<file path="src/rtl/phy_lane_rx_if.sv">
// Serial lane bundle between the PHY serializer (master) and one lane receiver (slave).
interface phy_lane_rx_if;
    logic       transfer;
    logic [7:0] data_out;
    logic       valid_out;
    logic       active;

    modport master (output transfer, input data_out, input valid_out, input active);
    modport slave  (input transfer, output data_out, output valid_out, output active);
endinterface

</file>
<file path="src/rtl/phy_lane_rx.sv">
// One-lane serial-to-parallel receiver: COMMA-based byte alignment, lock after
// LOCK_COUNT aligned COMMAs, then one-cycle strobes for every non-filler byte.
module phy_lane_rx #(
    parameter logic [7:0] COMMA      = 8'hBC,
    parameter logic [7:0] IDLE       = 8'h7C,
    parameter int         LOCK_COUNT = 4
) (
    input  logic          clk_8f,
    input  logic          reset,
    phy_lane_rx_if.slave  lane
);
    typedef enum logic [1:0] {SEARCH, LOCKING, ACTIVE} state_t;

    localparam logic [3:0] LOCK_TARGET = 4'(LOCK_COUNT);

    state_t     state_reg, state_next;
    // Only the seven most recent bits are kept; the window appends the live bit.
    logic [6:0] sr_reg;
    logic [2:0] bit_cnt_reg, bit_cnt_next;
    logic [3:0] bc_cnt_reg, bc_cnt_next;
    logic [7:0] data_reg, data_next;
    logic       valid_reg, valid_next;
    logic       active_reg, active_next;

    logic [7:0] w;
    logic       boundary;

    assign w        = {sr_reg, lane.transfer};
    assign boundary = (bit_cnt_reg == 3'd7);

    always_ff @(posedge clk_8f or posedge reset) begin
        if (reset) begin
            state_reg   <= SEARCH;
            sr_reg      <= '0;
            bit_cnt_reg <= '0;
            bc_cnt_reg  <= '0;
            data_reg    <= '0;
            valid_reg   <= 1'b0;
            active_reg  <= 1'b0;
        end else begin
            state_reg   <= state_next;
            sr_reg      <= w[6:0];
            bit_cnt_reg <= bit_cnt_next;
            bc_cnt_reg  <= bc_cnt_next;
            data_reg    <= data_next;
            valid_reg   <= valid_next;
            active_reg  <= active_next;
        end
    end

    always_comb begin
        state_next   = state_reg;
        bit_cnt_next = bit_cnt_reg + 3'd1;
        bc_cnt_next  = bc_cnt_reg;
        data_next    = data_reg;
        valid_next   = 1'b0;
        active_next  = active_reg;
        unique case (state_reg)
            SEARCH: begin
                // Slide bit by bit; the counter is restarted on the COMMA that aligns us.
                bit_cnt_next = bit_cnt_reg;
                if (w == COMMA) begin
                    bit_cnt_next = 3'd0;
                    bc_cnt_next  = 4'd1;
                    state_next   = LOCKING;
                end
            end
            LOCKING: begin
                if (boundary) begin
                    if (w == COMMA) begin
                        bc_cnt_next = bc_cnt_reg + 4'd1;
                        if (bc_cnt_reg + 4'd1 == LOCK_TARGET) begin
                            state_next  = ACTIVE;
                            active_next = 1'b1;
                        end
                    end else begin
                        bc_cnt_next = 4'd0;
                        state_next  = SEARCH;
                    end
                end
            end
            ACTIVE: begin
                if (boundary && (w != COMMA) && (w != IDLE)) begin
                    data_next  = w;
                    valid_next = 1'b1;
                end
            end
            default: state_next = SEARCH;
        endcase
    end

    assign lane.data_out  = data_reg;
    assign lane.valid_out = valid_reg;
    assign lane.active    = active_reg;
endmodule

</file>
<file path="src/flat_wrapper.sv">
// flat-port wrapper written by rule: the top's interface ports become plain ports
module phy_lane_rx_flat 
#(
    parameter logic [7:0] COMMA      = 8'hBC,
    parameter logic [7:0] IDLE       = 8'h7C,
    parameter int         LOCK_COUNT = 4
)
  (clk_8f, reset, lane_transfer, lane_data_out, lane_valid_out, lane_active);
  phy_lane_rx_if lane_i ();
  input  logic clk_8f;
  input  logic reset;
  input wire logic [$bits(lane_i.transfer)-1:0] lane_transfer;
  output wire logic [$bits(lane_i.data_out)-1:0] lane_data_out;
  output wire logic [$bits(lane_i.valid_out)-1:0] lane_valid_out;
  output wire logic [$bits(lane_i.active)-1:0] lane_active;
  assign lane_i.transfer = lane_transfer;
  assign lane_data_out = lane_i.data_out;
  assign lane_valid_out = lane_i.valid_out;
  assign lane_active = lane_i.active;
  phy_lane_rx #(.COMMA(COMMA), .IDLE(IDLE), .LOCK_COUNT(LOCK_COUNT)) u_core (.clk_8f(clk_8f), .reset(reset), .lane(lane_i));
endmodule
</file>
<file path="config.mk">
export PLATFORM = sky130hd
export DESIGN_NAME = phy_lane_rx_flat
export DESIGN_NICKNAME = d
export VERILOG_FILES = /design/src/rtl/phy_lane_rx_if.sv /design/src/rtl/phy_lane_rx.sv /design/src/flat_wrapper.sv
export SDC_FILE = /design/constraint.sdc
export NUM_CORES = 1
export LEC_CHECK = 0
export CORE_ASPECT_RATIO = 0.7
export CORE_MARGIN = 2
export CORE_UTILIZATION = 49
export DETAILED_ROUTE_END_ITERATION = 10
export GPL_TIMING_DRIVEN = 0
export PLACE_DENSITY = 0.7
export SYNTH_ARGS = -nofsm -noshare
export SYNTH_HDL_FRONTEND = slang
export SYNTH_SLANG_ARGS = --single-unit
</file>
<file path="constraint.sdc">
create_clock -name clk_8f -period 1.9 [get_ports clk_8f]
set_input_delay 0.38 -clock clk_8f [delete_from_list [all_inputs] [get_ports clk_8f]]
set_output_delay 0.38 -clock clk_8f [all_outputs]
set_load 0.05 [all_outputs]
</file>
==> metrics <==
minimum hold slack just over 0.4 ns; Final Instance Area ~1400 um^2; sequential cell area around 650 um^2; number of ports placed on the die boundary 13; total routed wirelength 2080 um; data required time of the critical path between 1.5 and 2 ns; timing-limited maximum frequency 545 MHz; kind of path behind the tightest hold check flip-flop to flip-flop; Placement Cell Area between 1000 and 1500 um^2; max FFs per register 8; antenna-violating nets left 0; multiplexer fraction of the synthesized cell area 1.97%; Max Cap Viol 0; fraction of synthesized cell area in xor and xnor cells less than 1%; fraction of final layout cells with drive strength greater than 1 approximately 8.4%; number of inserted diodes 0; Net count, final about 130; largest stage delay on the critical path 0.79 ns; TritonCTS clock tree yes; portion of the post-synthesis area used by sequential elements ~57%; clock transition time at the flip-flop clock pins of the worst setup and hold paths 0.13 ns; leakage power figure roughly 0.66 nW; overall overflow remaining after global route 0; Root Buffer Master clkbuf_4; Post-Syn Nets approximately 110; count of buffer and inverter cells on the critical path 1; synthesized-area fraction occupied by ao, oa, aoi and oai cells between 10 and 15%; arrival time of the worst setup path about 1.5 ns; pin count of the biggest net entering global routing 27; Largest delay share family, worst path buffers and inverters; placed wire-length estimate between 1000 and 1500 um; area of the core ~2200 um^2; most frequent cells in the layout dfrtp_1 (26), o21ai_0 (10), a21oi_1 (7), dlymetal6s2s_1 (7), nor2_1 (6); number of buffers inserted to repair setup after CTS 0; Syn-to-layout area delta 19.1%; post-synthesis share of cell area spent on and, or, nand and nor gates between 10% and 20%; PD cells approximately 690 nW/um^2; type of the worst setup path flip-flop to output pin; area of combinational cells with multiple inputs about 470 um^2; H-tree levels 1; setup repair after global routing missed its margin false; Yosys warning count 0; Port-buffer cells 12; per-cell via count in the routed design ~5.6; die extent in x slightly above 60 um; number of clock sinks 26; number of synthesized register bits 26; run status finished, final reports clean; average footprint of a synthesized cell 11.1 um^2; sort of element at the start of the critical path flip-flop; summed instance area of the synthesized netlist between 1000 and 1500 um^2; clock buffer depth 2; Slew Limit Headroom 38.1%; final worst slack about 0.066 ns; initial core utilization between 50 and 60%; antenna violations before repair 0; final-report max-slew violation count 0; first-pass GRT wire length roughly 3600 um; cell chain of the critical path clkdlybuf4s50_1; die boundary height about 44 um; time the worst path needs with I/O delays and setup about 1.8 ns; share of the cycle needed by the critical path after routing a little over nine tenths; measured slew at the worst slew-check pin between 0.9 and 1 ns; Inserted Clock Buffers 3; adder and majority cell fraction of the synthesized area 3.28%; post-place setup slack -0.249 ns; clock tree skew after final layout about 0.0051 ns; worst vdd rail ir drop around 660 uV; fill cell instance count of the final layout between 150 and 200; insertion delay of the later-clocked pin in the worst-skew pair slightly above 0.3 ns; commonest non-fill, non-tap cell in the layout dfrtp_1; GRT Util Overall between 15 and 20%; Hold Fails Final Rpt 0; library cell contributing the largest single delay on the critical path clkdlybuf4s50_1; number of placement rows 14; dominant combinational cell family by area after synthesis simple AND/OR/NAND/NOR gates; worst-path maximum fanout 1; iteration-0 DRC count of the detailed router 37; detailed-route via count 841; detailed-route wire length per cell approximately 14 um; Gate Count Post-Synth roughly 100; GP Congestion between 0.8 and 0.9; remaining routing DRC violations 0; number of unique standard cell types used by synthesis 32; vias in the first global route between 700 and 800; Critical Path End Type output pin; endpoints failing setup 0; router iterations before antenna repair 4; Total Die Area between 2000 and 3000 um^2
[power breakdown]
group / total (mW) / internal [mW] / switching (mW) / leakage (nW)
Combinational: 0.0896 / 0.0283 / 0.0613 / 0.333
Clock: 0.268 / 0.117 / 0.151 / 0.0210
Sequential: 0.585 / 0.571 / 0.0147 / 0.305
[repair_timing]
action / 4_1_cts / 5_1_grt
endpoints found under the setup margin: 2 / 10
resized for setup: 2 / 9
hold buffers: 0 / 0
[cell families (layout without fill, tap and decap cells)]
logic type,Yosys count,in the layout
and+or+nand+nor,36,36
AOI/OAI and AO/OA,27,27
DFF,26,26
buffers and inverters,8,24
adders and majority gates,3,3
muxes,2,2
xor gates and xnor gates,1,1
[stage by stage]
stage | setup TNS (ns) | util, % | total power, mW | std cells
finish | 0 | 62.3 | 0.943 | 151
detailed placement | -1.28 | 59.7 | 0.688 | 147
floorplan | 0 | - | 0.655 | 103
CTS | 0 | 61.2 | 0.957 | 151
global route | 0 | 62.3 | 1.00 | 151
global placement | -1.09 | 59.7 | 0.687 | 147
[worst register-to-register path, cell delays in order, from the launching register on]
cell	delay [ns]
dfrtp_1	0.42
ha_1	0.21
ha_1	0.27
and3b_2	0.28
nand2b_1	0.12
inv_1	0.09
mux2_2	0.27
[final timing paths]
| path | cells after the start | from | to | slack [ns] |
|---|---|---|---|---|
| min in group asynchronous | 2 | reset | u_core.sr_reg[1]$_DFF_PP0_ | 0.56 |
| max | 1 | u_core.lane.valid_out$_DFF_PP0_ | lane_valid_out | 0.07 |
| min | 0 | u_core.sr_reg[4]$_DFF_PP0_ | u_core.sr_reg[5]$_DFF_PP0_ | 0.41 |
| min reg2reg | 0 | u_core.sr_reg[4]$_DFF_PP0_ | u_core.sr_reg[5]$_DFF_PP0_ | 0.41 |
| max in group asynchronous | 2 | reset | u_core.sr_reg[5]$_DFF_PP0_ | 0.78 |
| max reg2reg | 6 | u_core.bit_cnt_reg[0]$_DFFE_PP0P_ | u_core.lane.data_out[4]$_DFFE_PP0P_ | 0.12 |
[synth_stat cells]
cell	number	area share (%)
buf_2	1	0.44
or3_4	1	0.98
a22o_1	2	1.5
o22a_1	2	1.5
nor4bb_1	1	0.87
nor4_1	1	0.55
nand4b_1	2	1.5
nand2_1	4	1.3
o32a_1	1	0.87
nand3_1	2	0.87
and4b_1	1	0.87
xnor2_1	1	0.76
nor2_1	6	2.0
inv_1	5	1.6
o311ai_0	2	1.5
nor3_1	3	1.3
nand3b_1	2	1.3
nand4bb_1	1	0.98
nor3_2	1	0.87
dfrtp_1	26	57
ha_1	3	3.3
a211oi_1	1	0.66
o21ai_0	10	4.4
or3_1	1	0.55
and3b_1	1	0.76
clkbuf_1	2	0.66
a21oi_1	7	3.1
o21a_1	2	1.3
nand2b_1	3	1.6
mux2_2	2	2.0
nand4_1	4	2.2
nor2b_1	2	1.1
[metal layers]
metal  global-route usage [%]  vias to the layer above  routed length, um
met4                     3.83                        0                 13
met3                     5.26                        2                 95
met2                     21.7                       24                808
met5                        0                        -                  0
met1                     30.1                      397               1170
li1                         -                      418                  -
[layout make-up]
type,instances,area share [%]
clock buffer,4,2.66
timing repair buffer,12,9.90
inverter,5,1.37
tap,32,2.93
sequential,26,47.7
multi-input combinational,69,34.6
buffer,3,0.917
Note: power is estimated with default switching activity, not from simulation.
